$ cat src/rtl/kmarb_pkg.sv
// Shared types and constants for the keymap access arbiter.
package kmarb_pkg;

  localparam int KEYMAP_AW = 11;
  localparam int EVT_W     = 12;

  // Field offsets inside a packed scan event.
  localparam int EVT_SCAN_LSB = 0;
  localparam int EVT_REL_BIT  = 11;

  typedef struct packed {
    logic       released;
    logic [2:0] modifiers;
    logic       extended;
    logic [6:0] scan;
  } scan_evt_t;

  typedef enum logic [2:0] {
    ST_IDLE    = 3'd0,
    ST_KEYRD   = 3'd1,
    ST_KEYOUT  = 3'd2,
    ST_CPUACC  = 3'd3,
    ST_CPURD   = 3'd4,
    ST_CPUWAIT = 3'd5
  } state_t;

endpackage

$ cat src/rtl/kmarb_event_fifo.sv
// Synchronous show-ahead FIFO for scan events. A push while full is dropped
// unless a pop happens in the same cycle, in which case both are honoured.
module kmarb_event_fifo #(
  parameter int DEPTH = 4,
  parameter int WIDTH = 12
) (
  input  logic             clk,
  input  logic             rst_n,
  input  logic             push,
  input  logic             pop,
  input  logic [WIDTH-1:0] wdata,
  output logic [WIDTH-1:0] rdata,
  output logic             full,
  output logic             empty
);

  localparam int PW = $clog2(DEPTH);
  localparam int CW = $clog2(DEPTH + 1);

  logic [WIDTH-1:0] mem_q [DEPTH];
  logic [PW-1:0]    wr_ptr_q, wr_ptr_d;
  logic [PW-1:0]    rd_ptr_q, rd_ptr_d;
  logic [CW-1:0]    count_q, count_d;
  logic             wr_en, rd_en;

  assign full  = (count_q == CW'(DEPTH));
  assign empty = (count_q == '0);
  assign rdata = mem_q[rd_ptr_q];
  assign wr_en = push & (~full | pop);
  assign rd_en = pop & ~empty;

  // Pointer and occupancy bookkeeping; depth is a power of two so pointers wrap naturally.
  always_comb begin
    wr_ptr_d = wr_ptr_q;
    rd_ptr_d = rd_ptr_q;
    count_d  = count_q;
    if (wr_en) wr_ptr_d = wr_ptr_q + PW'(1);
    if (rd_en) rd_ptr_d = rd_ptr_q + PW'(1);
    case ({wr_en, rd_en})
      2'b10:   count_d = count_q + CW'(1);
      2'b01:   count_d = count_q - CW'(1);
      default: count_d = count_q;
    endcase
  end

  // Control state registers.
  always_ff @(posedge clk or negedge rst_n) begin
    if (!rst_n) begin
      wr_ptr_q <= '0;
      rd_ptr_q <= '0;
      count_q  <= '0;
    end else begin
      wr_ptr_q <= wr_ptr_d;
      rd_ptr_q <= rd_ptr_d;
      count_q  <= count_d;
    end
  end

  // Storage array; contents are don't-care while empty, so it carries no reset.
  always_ff @(posedge clk) begin
    if (wr_en) mem_q[wr_ptr_q] <= wdata;
  end

endmodule

$ cat src/rtl/keymap_access_arbiter.sv
// Shares the two keymap RAMs between PS/2 scan lookups and the CPU keymap port.
// Optional build macro KMARB_DROP_COUNT_EN adds a saturating drop_count output.
//
// state      | meaning
// -----------+-----------------------------------------------------------
// ST_IDLE    | arbitrate: rewind, CPU access, or pop a scan event
// ST_KEYRD   | keymap address presented, waiting for RAM read data
// ST_KEYOUT  | RAM data valid, capture key outputs
// ST_CPUACC  | CPU address on the RAM; write strobe issued here
// ST_CPURD   | capture CPU read data
// ST_CPUWAIT | access done, wait for CPU to drop its request
module keymap_access_arbiter
  import kmarb_pkg::*;
#(
  parameter int FIFO_DEPTH    = 4,
  parameter int MAX_KEY_BURST = 4
) (
  input  logic                 clk,
  input  logic                 rst_n,
  input  logic                 scan_received,
  input  logic [6:0]           scan,
  input  logic                 extended,
  input  logic                 released,
  input  logic [2:0]           modifiers,
  output logic                 key_valid,
  output logic                 key_released,
  output logic [2:0]           keyrow1,
  output logic [4:0]           keycol1,
  output logic [2:0]           keyrow2,
  output logic [4:0]           keycol2,
  input  logic                 cpuread,
  input  logic                 cpuwrite,
  input  logic                 rewind,
  input  logic [7:0]           din,
  output logic [7:0]           dout,
  output logic                 cpu_done,
  output logic [KEYMAP_AW-1:0] ram_addr,
  output logic                 ram_we1,
  output logic                 ram_we2,
  output logic [7:0]           ram_wdata,
  input  logic [7:0]           ram_rdata1,
  input  logic [7:0]           ram_rdata2,
  output logic                 fifo_full
`ifdef KMARB_DROP_COUNT_EN
  ,
  output logic [7:0]           drop_count
`endif
);

  localparam int BURST_W = $clog2(MAX_KEY_BURST + 1);
  localparam logic [BURST_W-1:0] BURST_MAX = BURST_W'(MAX_KEY_BURST);

  state_t               state_q, state_d;
  logic [11:0]          cpuaddr_q, cpuaddr_d;
  logic [BURST_W-1:0]   burst_q, burst_d;
  logic [KEYMAP_AW-1:0] key_addr_q, key_addr_d;
  logic                 key_rel_q, key_rel_d;
  logic                 key_valid_q, key_valid_d;
  logic                 key_released_q, key_released_d;
  logic [7:0]           key1_q, key1_d;
  logic [7:0]           key2_q, key2_d;
  logic [7:0]           dout_q, dout_d;
  logic                 cpu_done_q, cpu_done_d;

  scan_evt_t            evt_in;
  logic [EVT_W-1:0]     fifo_rdata;
  logic                 fifo_pop, fifo_empty, fifo_full_w;
  logic                 cpu_req, cpu_wr_now;

  assign evt_in     = {released, modifiers, extended, scan};
  assign cpu_req    = cpuread | cpuwrite;
  assign cpu_wr_now = (state_q == ST_CPUACC) & cpuwrite;

  kmarb_event_fifo #(
    .DEPTH (FIFO_DEPTH),
    .WIDTH (EVT_W)
  ) u_fifo (
    .clk   (clk),
    .rst_n (rst_n),
    .push  (scan_received),
    .pop   (fifo_pop),
    .wdata (evt_in),
    .rdata (fifo_rdata),
    .full  (fifo_full_w),
    .empty (fifo_empty)
  );

  // RAM address/strobes: CPU owns the bus only in ST_CPUACC, lookups otherwise.
  assign ram_addr  = (state_q == ST_CPUACC) ? cpuaddr_q[11:1] : key_addr_q;
  assign ram_we1   = cpu_wr_now & ~cpuaddr_q[0];
  assign ram_we2   = cpu_wr_now &  cpuaddr_q[0];
  assign ram_wdata = cpu_wr_now ? din : 8'h00;

  assign key_valid    = key_valid_q;
  assign key_released = key_released_q;
  assign keyrow1      = key1_q[7:5];
  assign keycol1      = key1_q[4:0];
  assign keyrow2      = key2_q[7:5];
  assign keycol2      = key2_q[4:0];
  assign dout         = dout_q;
  assign cpu_done     = cpu_done_q;
  assign fifo_full    = fifo_full_w;

  // Arbitration FSM: next state and registered outputs.
  always_comb begin
    state_d        = state_q;
    cpuaddr_d      = cpuaddr_q;
    burst_d        = burst_q;
    key_addr_d     = key_addr_q;
    key_rel_d      = key_rel_q;
    key_valid_d    = 1'b0;
    key_released_d = key_released_q;
    key1_d         = key1_q;
    key2_d         = key2_q;
    dout_d         = dout_q;
    cpu_done_d     = 1'b0;
    fifo_pop       = 1'b0;
    case (state_q)
      ST_IDLE: begin
        if (rewind) begin
          cpuaddr_d  = '0;
          cpu_done_d = 1'b1;
        end else if (cpu_req && (fifo_empty || burst_q == BURST_MAX)) begin
          burst_d = '0;
          state_d = ST_CPUACC;
        end else if (!fifo_empty) begin
          fifo_pop   = 1'b1;
          key_addr_d = fifo_rdata[EVT_REL_BIT-1:EVT_SCAN_LSB];
          key_rel_d  = fifo_rdata[EVT_REL_BIT];
          if (!cpu_req)                burst_d = '0;
          else if (burst_q != BURST_MAX) burst_d = burst_q + BURST_W'(1);
          state_d = ST_KEYRD;
        end
      end
      ST_KEYRD: state_d = ST_KEYOUT;
      ST_KEYOUT: begin
        key1_d         = ram_rdata1;
        key2_d         = ram_rdata2;
        key_released_d = key_rel_q;
        key_valid_d    = 1'b1;
        state_d        = ST_IDLE;
      end
      ST_CPUACC: begin
        if (cpuwrite) begin
          cpu_done_d = 1'b1;
          state_d    = ST_CPUWAIT;
        end else if (cpuread) begin
          state_d = ST_CPURD;
        end else begin
          // Request withdrawn before service; no access, no address step.
          state_d = ST_IDLE;
        end
      end
      ST_CPURD: begin
        dout_d     = cpuaddr_q[0] ? ram_rdata2 : ram_rdata1;
        cpu_done_d = 1'b1;
        state_d    = ST_CPUWAIT;
      end
      ST_CPUWAIT: begin
        if (!cpu_req) begin
          cpuaddr_d = cpuaddr_q + 12'd1;
          state_d   = ST_IDLE;
        end
      end
      default: state_d = ST_IDLE;
    endcase
  end

  // FSM and output registers.
  always_ff @(posedge clk or negedge rst_n) begin
    if (!rst_n) begin
      state_q        <= ST_IDLE;
      cpuaddr_q      <= '0;
      burst_q        <= '0;
      key_addr_q     <= '0;
      key_rel_q      <= 1'b0;
      key_valid_q    <= 1'b0;
      key_released_q <= 1'b0;
      key1_q         <= '0;
      key2_q         <= '0;
      dout_q         <= '0;
      cpu_done_q     <= 1'b0;
    end else begin
      state_q        <= state_d;
      cpuaddr_q      <= cpuaddr_d;
      burst_q        <= burst_d;
      key_addr_q     <= key_addr_d;
      key_rel_q      <= key_rel_d;
      key_valid_q    <= key_valid_d;
      key_released_q <= key_released_d;
      key1_q         <= key1_d;
      key2_q         <= key2_d;
      dout_q         <= dout_d;
      cpu_done_q     <= cpu_done_d;
    end
  end

`ifdef KMARB_DROP_COUNT_EN
  logic [7:0] drop_count_q, drop_count_d;
  logic       fifo_drop;

  assign fifo_drop  = scan_received & fifo_full_w & ~fifo_pop;
  assign drop_count = drop_count_q;

  // Saturating count of events lost to a full FIFO; a serviced rewind clears it.
  always_comb begin
    drop_count_d = drop_count_q;
    if (state_q == ST_IDLE && rewind)            drop_count_d = 8'h00;
    else if (fifo_drop && drop_count_q != 8'hFF) drop_count_d = drop_count_q + 8'd1;
  end

  // Drop counter register.
  always_ff @(posedge clk or negedge rst_n) begin
    if (!rst_n) drop_count_q <= 8'h00;
    else        drop_count_q <= drop_count_d;
  end
`endif

endmodule

$ cat config.mk
export PLATFORM = sky130hd
export DESIGN_NAME = keymap_access_arbiter
export DESIGN_NICKNAME = d
export VERILOG_FILES = /design/src/rtl/kmarb_pkg.sv /design/src/rtl/kmarb_event_fifo.sv /design/src/rtl/keymap_access_arbiter.sv
export SDC_FILE = /design/constraint.sdc
export NUM_CORES = 1
export LEC_CHECK = 0
export BUFFER_PORTS_ARGS = -buffer_cell sky130_fd_sc_hd__clkbuf_2
export CAP_MARGIN = 20
export CORE_MARGIN = 4
export CORE_UTILIZATION = 50
export CTS_CLUSTER_SIZE = 8
export DETAILED_ROUTE_END_ITERATION = 8
export GPL_TIMING_DRIVEN = 0
export PLACE_DENSITY = 0.76
export SLEW_MARGIN = 20
export SYNTH_ARGS = -nofsm -noshare
export SYNTH_HDL_FRONTEND = slang
export SYNTH_SLANG_ARGS = --single-unit
$ cat constraint.sdc
create_clock -name clk -period 2.3 [get_ports clk]
set_input_delay 0.115 -clock clk [delete_from_list [all_inputs] [get_ports clk]]
set_output_delay 0.115 -clock clk [all_outputs]
set_load 0.05 [all_outputs]
==> flow_summary.rst, run 1 <==
.. list-table::
   :header-rows: 1

   * - Metric
     - Value
   * - Outcome
     - finished, final reports clean
   * - Worst hold slack
     - 0.0749 ns
   * - Die area
     - 0.0116 sq mm
   * - Kind of critical path
     - flip-flop to flip-flop
   * - Worst-path cell with the longest stage delay
     - sky130_fd_sc_hd__fa_2
   * - Commonest cells after routing, fill and taps aside
     - sky130_fd_sc_hd__clkbuf_2, sky130_fd_sc_hd__dfrtp_1, sky130_fd_sc_hd__edfxtp_1
   * - Register-to-register setup slack
     - 0.05 ns
   * - Area of the core region
     - 0.00973 sq mm
   * - Height of the die
     - 108 um
   * - Maximum number of pins on one net before global-route repair
     - 47
   * - Setup skew after layout
     - 0.00844 ns
   * - Kind of path behind the tightest hold check
     - input pin to flip-flop
   * - Wire length after detailed routing
     - 9.94 mm
   * - Row count
     - 36
   * - Starting Density
     - 51.0%
   * - Total power consumption of the routed design
     - 8450 uW
   * - Arrival time worst endpoint
     - 2.52 ns
   * - Setup-failing EPs final
     - 0
   * - Hold Path End
     - state_q[0]
   * - Half-perimeter wire length after detailed placement
     - 6.93 mm
   * - Sequential fraction of the synthesis area
     - 61.4%
   * - TritonCTS clock tree
     - built
   * - Clock edge transition at the registers on the reported setup and hold paths
     - 0.11 ns
   * - Maximum operating frequency
     - 444 MHz
   * - Net count, final
     - 555
   * - Slew at the pin closest to its max-slew limit
     - 0.688 ns
   * - Post-synth ARST share
     - 57.1%
   * - Smallest setup slack after layout
     - 0.0480 ns
   * - Proportion of netlist area held by the largest area contributor
     - 32.3%
   * - Number of buffers created by CTS
     - 9
   * - Global-route wire length before repair
     - 16.4 mm
   * - Total negative slack for setup checks
     - 0 ns
   * - GR Overflow Total
     - 0
   * - Number of enable-type register cells in the synthesized netlist
     - 48
   * - # diodes
     - 0
   * - Area growth from synthesis to layout
     - 25.9%
   * - Core occupancy in the finished layout
     - 64.2%
   * - Initial antenna violation count
     - 0
   * - Drt via density
     - 5.14
   * - Worst slew margin
     - 54.1%
   * - Remaining DRCs
     - 0
   * - Router iterations before antenna repair
     - 4
   * - Max Transition Viols Final
     - 0
   * - Maximum buffer depth of the clock tree
     - 2
   * - Crit. End Element
     - flip-flop
   * - Max FO, Critical Path
     - 8
   * - Number of global-route vias before repair
     - 3324
   * - WP buf/inv
     - 4
   * - Number of max-cap violations
     - 0
   * - End of the worst register-to-register path
     - u_fifo.count_q[1]
   * - DIE WIDTH
     - 108 um
   * - Static leakage
     - 0.00273 uW
   * - Unique cell type count in the Yosys netlist
     - 51
   * - CP Data Required Time
     - 2.57 ns
   * - Crit path launch type
     - flip-flop
   * - Total vias in the final route
     - 3297
   * - Critical path cell sequence
     - buf_6, nor4_4, buf_4, o211ai_4, buf_8, inv_1, ha_4, fa_2, mux2_2
   * - Delay of the slowest cell on the worst path
     - 0.42 ns
   * - Cell type group with the largest total delay on the critical path
     - adder cells
   * - Yosys Warn Count
     - 0
   * - Min-Delay Startpoint
     - cpuwrite
   * - Average size of a mapped cell
     - 13.7 sq um
   * - Primary FF master, synth
     - sky130_fd_sc_hd__dfrtp_1
   * - WHS Path Cells
     - 3
   * - Post-Syn Instances
     - 363
   * - R2R Path Start
     - state_q[0]
   * - Share of post-route cells with drive strength above 1
     - 36.9%
   * - Worst vdd rail ir drop
     - 0.000659 V
   * - Boundary Pins
     - 91
   * - Synth Register Bits
     - 112
   * - Clock Latency Late Sink
     - 0.38 ns
   * - Post-route ant nets
     - 0
   * - Routed WL per cell
     - 15.5 um
   * - Clock sink count
     - 112
   * - Violation count after the first detailed-route iteration
     - 109
   * - Net count after synthesis
     - 414
   * - Routability congestion estimate
     - 0.838
   * - Post-Synthesis Cell Area
     - 0.00496 sq mm
   * - Library cell occupying the most area in the post-synthesis netlist
     - sky130_fd_sc_hd__dfrtp_1
   * - Buffers added on ports
     - 90
   * - Total number of H-tree levels
     - 3
   * - Final worst-path cycle share
     - 97.9%
   * - R2R cell count
     - 9
   * - Most common library cell in the layout ignoring fill and taps
     - sky130_fd_sc_hd__clkbuf_2
   * - PwrDens
     - 1350 mW/mm^2
   * - Gr usage total
     - 18.0%
   * - Final Hold Viols
     - 0
   * - Minimum period implied by the final worst setup slack
     - 2.25 ns
   * - Pre-CTS setup slack
     - -0.162 ns
   * - Clock root buffer
     - sky130_fd_sc_hd__clkbuf_8
   * - Synth area leaders
     - sky130_fd_sc_hd__dfrtp_1, sky130_fd_sc_hd__edfxtp_1, sky130_fd_sc_hd__mux4_2
## worst max path at each step
stage	startpoint	endpoint	slack, ns	cells past startpoint
floorplan	u_fifo.count_q[0]	u_fifo.count_q[2]	0.02	10
CTS	state_q[0]	u_fifo.count_q[2]	-0.02	10
global placement	state_q[2]	u_fifo.count_q[2]	-0.09	10
finish	state_q[0]	u_fifo.count_q[1]	0.05	9
detailed placement	state_q[2]	u_fifo.count_q[2]	-0.16	10
global route	state_q[0]	u_fifo.count_q[1]	-0.01	9
## worst reg2reg max path, stage by stage, from the launching register on
cell and delay (ns):
sky130_fd_sc_hd__dfrtp_1 0.41, sky130_fd_sc_hd__buf_6 0.14, sky130_fd_sc_hd__nor4_4 0.28, sky130_fd_sc_hd__buf_4 0.18, sky130_fd_sc_hd__o211ai_4 0.08, sky130_fd_sc_hd__buf_8 0.14, sky130_fd_sc_hd__inv_1 0.08, sky130_fd_sc_hd__ha_4 0.15
sky130_fd_sc_hd__fa_2 0.42, sky130_fd_sc_hd__mux2_2 0.27
## layout make-up
cell class              instances  area, sq um
plain buffers                  18          118
clock buffers                   9          124
clock inverters                 7         80.1
fillers                       738         3490
inverters                       9         33.8
multi-input cells             224         1830
flip-flops and latches        112         3050
well taps                     133          166
repair buffers                130          846
## flip-flops by register name, indices dropped and copies added, names as in the netlist
name	count
key2_q	8
u_fifo.wr_ptr_q	2
u_fifo.mem_q	48
key_rel_q	1
u_fifo.count_q	3
burst_q	3
dout	8
cpuaddr_q	12
key_released	1
key_addr_q	11
u_fifo.rd_ptr_q	2
state_q	3
key1_q	8
cpu_done	1
key_valid	1
## repair_timing
| action | in CTS | in global routing |
|---|---|---|
| hold endpoints to repair | 127 | 1 |
| pin swaps | 2 | 4 |
| setup endpoints to repair | 70 | 46 |
| setup buffers | 4 | 6 |
| hold buffers | 28 | 1 |
| resized for setup | 4 | 10 |
## logic make-up after synthesis
| logic type | after synthesis | synth area share, % |
|---|---|---|
| DFF | 112 | 61.4 |
| and+or+nand+nor | 111 | 11.6 |
| muxes | 51 | 14.6 |
| AOI/OAI and AO/OA | 42 | 5.50 |
| buffers and inverters | 27 | 2.60 |
| xor gates and xnor gates | 11 | 1.94 |
| adders and majority gates | 9 | 2.42 |
## power breakdown
| part | switching [uW] | leakage [uW] | internal (uW) | total (uW) |
|---|---|---|---|---|
| clock network | 728 | 0.000105 | 443 | 1170 |
| logic | 2680 | 0.00141 | 1520 | 4200 |
| registers | 331 | 0.00122 | 2750 | 3080 |
## metal layers
| layer | wire, um | share of wire (%) | track usage (%) | vias up |
|---|---|---|---|---|
| met5 | 0 | 0 | 0 | - |
| met4 | 76 | 0.76 | 3.79 | 0 |
| met3 | 443 | 4.5 | 4.56 | 8 |
| met2 | 5030 | 51 | 30.7 | 73 |
| met1 | 4400 | 44 | 23.4 | 1626 |
| li1 | - | - | - | 1590 |
## metrics by stage
step           std cells  area, sq um
2_1_floorplan        363         4990
3_3_place_gp         586         5600
3_5_place_dp         587         5630
4_1_cts              635         6170
5_1_grt              642         6240
6_report             642         6240
## cell usage after synthesis, types with 2 or more instances
cell type / instances
sky130_fd_sc_hd__a21oi_1: 16
sky130_fd_sc_hd__and2_1: 4
sky130_fd_sc_hd__and3_1: 10
sky130_fd_sc_hd__and4_1: 3
sky130_fd_sc_hd__buf_2: 6
sky130_fd_sc_hd__buf_6: 2
sky130_fd_sc_hd__clkbuf_1: 7
sky130_fd_sc_hd__dfrtp_1: 64
sky130_fd_sc_hd__edfxtp_1: 48
sky130_fd_sc_hd__ha_1: 8
sky130_fd_sc_hd__inv_1: 9
sky130_fd_sc_hd__mux2_2: 23
sky130_fd_sc_hd__mux2_4: 7
sky130_fd_sc_hd__mux2i_1: 8
sky130_fd_sc_hd__mux4_2: 12
sky130_fd_sc_hd__nand2_1: 44
sky130_fd_sc_hd__nand3_1: 5
sky130_fd_sc_hd__nor2_1: 23
sky130_fd_sc_hd__nor2b_1: 2
sky130_fd_sc_hd__nor3b_1: 4
sky130_fd_sc_hd__o2111ai_1: 2
sky130_fd_sc_hd__o211ai_1: 2
sky130_fd_sc_hd__o21a_1: 3
sky130_fd_sc_hd__o21ai_0: 10
sky130_fd_sc_hd__o21ai_2: 2
sky130_fd_sc_hd__or3_1: 5
sky130_fd_sc_hd__xnor2_1: 4
sky130_fd_sc_hd__xor2_1: 7
Power figures use the tool's default switching activity.
==> run 2, diff against run 1 <==
RECOVER_POWER = 100   (was unset)
==> flow_summary.rst, run 2 (synthesized netlist as in run 1, its figures left out) <==
.. list-table::
   :header-rows: 1

   * - Metric
     - Value
   * - CP Data Required Time
     - 2.57 ns (about the same)
   * - DIE WIDTH
     - 108 um (unchanged)
   * - Register-to-register setup slack
     - 0.05 ns (about the same)
   * - GR Overflow Total
     - 0 (unchanged)
   * - Setup-failing EPs final
     - 0 (unchanged)
   * - Clock Latency Late Sink
     - 0.38 ns (about the same)
   * - Static leakage
     - 0.00256 uW (-6.2%)
   * - Maximum operating frequency
     - 445 MHz (+0.24%)
   * - Logic gate share of total power
     - 48.7% (-1.0 points)
   * - # diodes
     - 0 (unchanged)
   * - R2R cell count
     - 9 (unchanged)
   * - Crit. End Element
     - flip-flop
   * - Kind of path behind the tightest hold check
     - input pin to flip-flop
   * - Max FO, Critical Path
     - 8 (unchanged)
   * - Worst slew margin
     - 24.2% (-30 points)
   * - Starting Density
     - 51.0% (unchanged)
   * - Slew at the pin closest to its max-slew limit
     - 1.14 ns (+0.448 ns)
   * - Minimum period implied by the final worst setup slack
     - 2.25 ns (-0.00529 ns)
   * - Setup skew after layout
     - 0.00775 ns (-0.000686 ns)
   * - Max Transition Viols Final
     - 0 (unchanged)
   * - Worst hold slack
     - 0.0700 ns (-0.00487 ns)
   * - Total power consumption of the routed design
     - 8280 uW (-2.1%)
   * - Critical path cell sequence
     - buf_6, nor4_4, buf_4, o211ai_4, buf_8, inv_1, ha_4, fa_2, mux2_2
   * - Height of the die
     - 108 um (unchanged)
   * - Clock root buffer
     - sky130_fd_sc_hd__clkbuf_8
   * - Wire length after detailed routing
     - 9.99 mm (+0.45%)
   * - Router iterations before antenna repair
     - 5 (+1)
   * - Final worst-path cycle share
     - 97.7% (-0.23 points)
   * - Commonest cells after routing, fill and taps aside
     - sky130_fd_sc_hd__dfrtp_1, sky130_fd_sc_hd__clkbuf_2, sky130_fd_sc_hd__clkbuf_1
   * - Maximum number of pins on one net before global-route repair
     - 47 (unchanged)
   * - Clock share of power
     - 14.1% (+0.3 points)
   * - R2R Path Start
     - state_q[0]
   * - Buffers added on ports
     - 90 (unchanged)
   * - Outcome
     - finished, final reports clean
   * - Gr usage total
     - 18.0% (unchanged)
   * - Hold Path End
     - state_q[0]
   * - Total vias in the final route
     - 3305 (+0.24%)
   * - Remaining DRCs
     - 0 (unchanged)
   * - Initial antenna violation count
     - 0 (unchanged)
   * - Area of the core region
     - 0.00973 sq mm (unchanged)
   * - Number of global-route vias before repair
     - 3324 (unchanged)
   * - Violation count after the first detailed-route iteration
     - 119 (+9.2%)
   * - Maximum buffer depth of the clock tree
     - 2 (unchanged)
   * - Net count, final
     - 555 (unchanged)
   * - TritonCTS clock tree
     - built
   * - Share of post-route cells with drive strength above 1
     - 26.5% (-10 points)
   * - Net Switching
     - 3720 uW (-0.60%)
   * - Worst vdd rail ir drop
     - 0.000654 V (-0.69%)
   * - WHS Path Cells
     - 3 (unchanged)
   * - Internal cell power
     - 4560 uW (-3.3%)
   * - Routability congestion estimate
     - 0.838 (unchanged)
   * - Final Hold Viols
     - 0 (unchanged)
   * - WP buf/inv
     - 4 (unchanged)
   * - Row count
     - 36 (unchanged)
   * - Area growth from synthesis to layout
     - 23.8%
   * - Arrival time worst endpoint
     - 2.52 ns (about the same)
   * - Boundary Pins
     - 91 (unchanged)
   * - Most flop-heavy register
     - u_fifo.mem_q
   * - Crit path launch type
     - flip-flop
   * - Kind of critical path
     - flip-flop to flip-flop
   * - End of the worst register-to-register path
     - u_fifo.count_q[1]
   * - Half-perimeter wire length after detailed placement
     - 6.93 mm (unchanged)
   * - Number of max-cap violations
     - 0 (unchanged)
   * - Cell type group with the largest total delay on the critical path
     - adder cells
   * - Most common library cell in the layout ignoring fill and taps
     - sky130_fd_sc_hd__dfrtp_1
   * - Number of flip-flops in the largest register
     - 48 (unchanged)
   * - Drt via density
     - 5.15 (+0.24%)
   * - Worst-path cell with the longest stage delay
     - sky130_fd_sc_hd__fa_2
   * - Routed WL per cell
     - 15.6 um (+0.45%)
   * - PwrDens
     - 1350 mW/mm^2 (-0.48%)
   * - Switching fraction of total power
     - 44.9% (+0.68 points)
   * - Delay of the slowest cell on the worst path
     - 0.42 ns (about the same)
   * - Clock edge transition at the registers on the reported setup and hold paths
     - 0.11 ns (about the same)
   * - Die area
     - 0.0116 sq mm (unchanged)
   * - Min-Delay Startpoint
     - cpuwrite
   * - Total negative slack for setup checks
     - 0 ns (unchanged)
   * - Total number of H-tree levels
     - 3 (unchanged)
   * - Power share of the sequential group
     - 37.3% (+0.8 points)
   * - Post-route ant nets
     - 0 (unchanged)
   * - Number of buffers created by CTS
     - 9 (unchanged)
   * - Clock sink count
     - 112 (unchanged)
   * - Largest registers
     - u_fifo.mem_q x48, cpuaddr_q x12, key_addr_q x11
   * - Global-route wire length before repair
     - 16.4 mm (unchanged)
[run 2: changes by cell type in the layout (fill, tap and decap cells not counted), sizes merged]
cell	delta
buf	-9
clkbuf	+9
[run 2: power groups by stage]
stage	clock (uW)	sequential, uW	combinational (uW)
after global placement	0	3100	3910
final	1160	3080	4030
after global routing	1290	3150	4350
after detailed placement	0	3140	4000
after CTS	1210	3080	4130
after floorplan	0	3860	2330
[run 2: worst register-to-register path: stages, from the launching register on]
cell and delay [ns]:
sky130_fd_sc_hd__dfrtp_1 0.41, sky130_fd_sc_hd__buf_6 0.14, sky130_fd_sc_hd__nor4_4 0.28, sky130_fd_sc_hd__buf_4 0.18
sky130_fd_sc_hd__o211ai_4 0.08, sky130_fd_sc_hd__buf_8 0.14, sky130_fd_sc_hd__inv_1 0.08, sky130_fd_sc_hd__ha_4 0.15
sky130_fd_sc_hd__fa_2 0.42, sky130_fd_sc_hd__mux2_2 0.27
[run 2: worst max-delay path by stage]
stage	endpoint	slack (ns)	from	depth (start not counted)
floorplan	u_fifo.count_q[2]	0.02	u_fifo.count_q[0]	10
global placement	u_fifo.count_q[2]	-0.09	state_q[2]	10
detailed placement	u_fifo.count_q[2]	-0.16	state_q[2]	10
CTS	u_fifo.count_q[2]	-0.02	state_q[0]	10
global route	u_fifo.count_q[1]	-0.01	state_q[0]	9
finish	u_fifo.count_q[1]	0.05	state_q[0]	9
[run 2: cell type report]
class | instances | area [sq um]
multi-input cells | 224 | 1790
inverters | 9 | 33.8
clock inverters | 7 | 80.1
fillers | 774 | 3590
repair buffers | 130 | 786
plain buffers | 18 | 111
clock buffers | 9 | 124
well taps | 133 | 166
flip-flops and latches | 112 | 3050
[run 2: what timing repair did]
action,in CTS,in global routing
endpoints found under the hold margin,127,1
hold buffers,28,1
buffers inserted,4,6
resized for setup,4,10
pin swaps,2,4
endpoints found under the setup margin,70,46
[run 2: metrics by stage]
| step | setup WS, ns | area (sq um) | std cells | utilization [%] |
|---|---|---|---|---|
| final | 0.0533 | 6140 | 642 | 63.1 |
| after global routing | -0.0102 | 6140 | 642 | 63.1 |
| after CTS | -0.0160 | 6170 | 635 | 63.4 |
| after detailed placement | -0.162 | 5630 | 587 | 57.9 |
| after global placement | -0.0877 | 5600 | 586 | 57.6 |
| after floorplan | 0.0181 | 4990 | 363 | - |
[run 2: layer usage]
| layer | global-route usage, % | vias to the layer above | part of all wire [%] | routed length, um |
|---|---|---|---|---|
| met2 | 30.7 | 73 | 51 | 5060 |
| met3 | 4.56 | 8 | 4.6 | 463 |
| met5 | 0 | - | 0 | 0 |
| met4 | 3.79 | 0 | 0.76 | 76 |
| met1 | 23.4 | 1635 | 44 | 4390 |
| li1 | - | 1589 | - | - |
==> run 3, diff against run 2 <==
CORE_MARGIN = 2   (was 4)
==> flow_summary.rst, run 3 (synthesized netlist as in run 1, its figures left out) <==
.. list-table::
   :header-rows: 1

   * - Metric
     - Value
   * - Outcome
     - finished, final reports clean
   * - PwrDens
     - 1350 mW/mm^2 (+0.22%)
   * - R2R cell count
     - 9 (unchanged)
   * - Router iterations before antenna repair
     - 4 (-1)
   * - WHS Path Cells
     - 3 (unchanged)
   * - Area growth from synthesis to layout
     - 26.1%
   * - # diodes
     - 0 (unchanged)
   * - Hold Path End
     - state_q[0]
   * - Core occupancy in the finished layout
     - 64.6% (+1.5 points)
   * - Total number of H-tree levels
     - 3 (unchanged)
   * - Largest registers
     - u_fifo.mem_q x48, cpuaddr_q x12, key_addr_q x11
   * - Crit. End Element
     - flip-flop
   * - Worst-path cell with the longest stage delay
     - sky130_fd_sc_hd__fa_2
   * - Net count, final
     - 568 (+2.3%)
   * - Static leakage
     - 0.00265 uW (+3.6%)
   * - Boundary Pins
     - 91 (unchanged)
   * - Total power consumption of the routed design
     - 8450 uW (+2.1%)
   * - Total vias in the final route
     - 3389 (+2.5%)
   * - Height of the die
     - 104 um (-3.7%)
   * - Remaining DRCs
     - 0 (unchanged)
   * - Buffers added on ports
     - 90 (unchanged)
   * - Maximum number of pins on one net before global-route repair
     - 45 (-4.3%)
   * - Worst vdd rail ir drop
     - 0.000695 V (+6.2%)
   * - Number of flip-flops in the largest register
     - 48 (unchanged)
   * - Max Transition Viols Final
     - 0 (unchanged)
   * - Share of post-route cells with drive strength above 1
     - 31.0% (+4.5 points)
   * - Delay of the slowest cell on the worst path
     - 0.43 ns (about the same)
   * - Drt via density
     - 5.17 (+0.51%)
   * - TritonCTS clock tree
     - built
   * - Clock edge transition at the registers on the reported setup and hold paths
     - 0.11 ns (about the same)
   * - Clock root buffer
     - sky130_fd_sc_hd__clkbuf_8
   * - Clock Latency Late Sink
     - 0.38 ns (about the same)
   * - Final Hold Viols
     - 0 (unchanged)
   * - Crit path launch type
     - flip-flop
   * - Global-route wire length before repair
     - 16.9 mm (+3.3%)
   * - Starting Density
     - 51.2% (+0.24 points)
   * - Routability congestion estimate
     - 0.812 (-3.0%)
   * - Max FO, Critical Path
     - 7 (-1)
   * - Final worst-path cycle share
     - 98.4% (+0.70 points)
   * - R2R Path Start
     - state_q[0]
   * - Arrival time worst endpoint
     - 2.52 ns (about the same)
   * - Critical path cell sequence
     - buf_6, nor4_4, buf_4, o211ai_4, buf_8, inv_1, ha_2, fa_2, mux2_2
   * - Area of the core region
     - 0.00968 sq mm (-0.46%)
   * - Number of buffers created by CTS
     - 9 (unchanged)
   * - Number of global-route vias before repair
     - 3419 (+2.9%)
   * - Register-to-register setup slack
     - 0.04 ns (-0.02 ns)
   * - Setup skew after layout
     - 0.0148 ns (+0.00707 ns)
   * - Commonest cells after routing, fill and taps aside
     - sky130_fd_sc_hd__dfrtp_1, sky130_fd_sc_hd__clkbuf_2, sky130_fd_sc_hd__edfxtp_1
   * - Minimum period implied by the final worst setup slack
     - 2.26 ns (+0.0161 ns)
   * - End of the worst register-to-register path
     - u_fifo.count_q[1]
   * - DIE WIDTH
     - 104 um (-3.7%)
   * - Most common library cell in the layout ignoring fill and taps
     - sky130_fd_sc_hd__dfrtp_1
   * - Wire length after detailed routing
     - 10.3 mm (+2.9%)
   * - Row count
     - 36 (unchanged)
   * - Routed WL per cell
     - 15.7 um (+0.87%)
   * - Maximum operating frequency
     - 442 MHz (-0.71%)
   * - Violation count after the first detailed-route iteration
     - 149 (+25%)
   * - Worst hold slack
     - 0.0978 ns (+0.0278 ns)
   * - CP Data Required Time
     - 2.56 ns (about the same)
   * - Die area
     - 0.0107 sq mm (-7.3%)
   * - Kind of path behind the tightest hold check
     - input pin to flip-flop
   * - Half-perimeter wire length after detailed placement
     - 6.84 mm (-1.3%)
   * - Worst slew margin
     - 25.2% (+0.91 points)
   * - Kind of critical path
     - flip-flop to flip-flop
   * - Total negative slack for setup checks
     - 0 ns (unchanged)
   * - Cell area reported after detailed placement
     - 0.00563 sq mm (-0.13%)
   * - Initial antenna violation count
     - 0 (unchanged)
   * - Post-route ant nets
     - 0 (unchanged)
   * - Number of max-cap violations
     - 0 (unchanged)
   * - Maximum buffer depth of the clock tree
     - 2 (unchanged)
   * - Setup-failing EPs final
     - 0 (unchanged)
   * - Min-Delay Startpoint
     - cpuwrite
   * - Fin area
     - 0.00626 sq mm (+1.9%)
   * - Slew at the pin closest to its max-slew limit
     - 1.12 ns (-0.0136 ns)
   * - Clock sink count
     - 112 (unchanged)
   * - GR Overflow Total
     - 0 (unchanged)
   * - Most flop-heavy register
     - u_fifo.mem_q
   * - Gr usage total
     - 19.9% (+1.9 points)
-- run 3: changes by cell type in the layout (fill, tap and decap cells not counted), moves of 3 or more --
cell	delta
sky130_fd_sc_hd__buf_2	+5
sky130_fd_sc_hd__inv_6	+3
sky130_fd_sc_hd__inv_8	-3
sky130_fd_sc_hd__mux2_4	+6
sky130_fd_sc_hd__clkbuf_1	-6
sky130_fd_sc_hd__clkbuf_4	+3
sky130_fd_sc_hd__buf_4	+16
sky130_fd_sc_hd__clkbuf_2	-5
sky130_fd_sc_hd__mux2_1	-6
-- run 3: repair_timing --
action                     4_1_cts  5_1_grt
gates resized for setup          5       14
setup endpoints to repair       70       32
setup buffers                    8       15
hold endpoints to repair       126        0
hold buffers                    29        0
pin swaps                        4        5
-- run 3: how the worst max path moves through the flow --
stage	startpoint	end	slack (ns)	cells past startpoint
final	state_q[0]	u_fifo.count_q[1]	0.04	9
after global routing	burst_q[0]	u_fifo.count_q[2]	-0.01	11
after CTS	state_q[2]	u_fifo.count_q[2]	0.004	10
after detailed placement	state_q[2]	u_fifo.count_q[1]	-0.17	8
after global placement	state_q[2]	u_fifo.count_q[2]	-0.08	10
after floorplan	u_fifo.count_q[0]	u_fifo.count_q[2]	0.02	10
-- run 3: critical path, delay by kind of cell, from the launching register on --
kind / cells / cell delay [ns]
buffers and inverters: 4 / 0.51
muxes: 1 / 0.27
AOI/OAI and AO/OA: 1 / 0.09
and+or+nand+nor: 1 / 0.26
DFF: 1 / 0.41
adders and majority gates: 2 / 0.61
-- run 3: metrics by stage --
step / instances / setup WS [ns]
CTS: 640 / 0.00367
global route: 655 / -0.0129
floorplan: 363 / 0.0181
global placement: 586 / -0.0837
detailed placement: 587 / -0.174
finish: 655 / 0.0372
-- run 3: cell type report --
cell class	count	area, sq um
Clock inverter	7	60.1
Fill cell	753	3430
Sequential cell	112	3050
Timing Repair Buffer	143	873
Multi-Input combinational cell	224	1830
Tap cell	133	166
Buffer	18	120
Clock buffer	9	124
Inverter	9	33.8
-- run 3: where the power goes --
| group | switching [uW] | internal (uW) |
|---|---|---|
| Combinational | 2710 | 1560 |
| Sequential | 322 | 2750 |
| Clock | 693 | 413 |
-- run 3: per-layer routing --
layer / GRT usage (%) / part of all wire, %
met5: 0 / 0
met4: 5.98 / 1.3
met3: 5.22 / 5.6
met2: 34.4 / 51
met1: 24.6 / 42
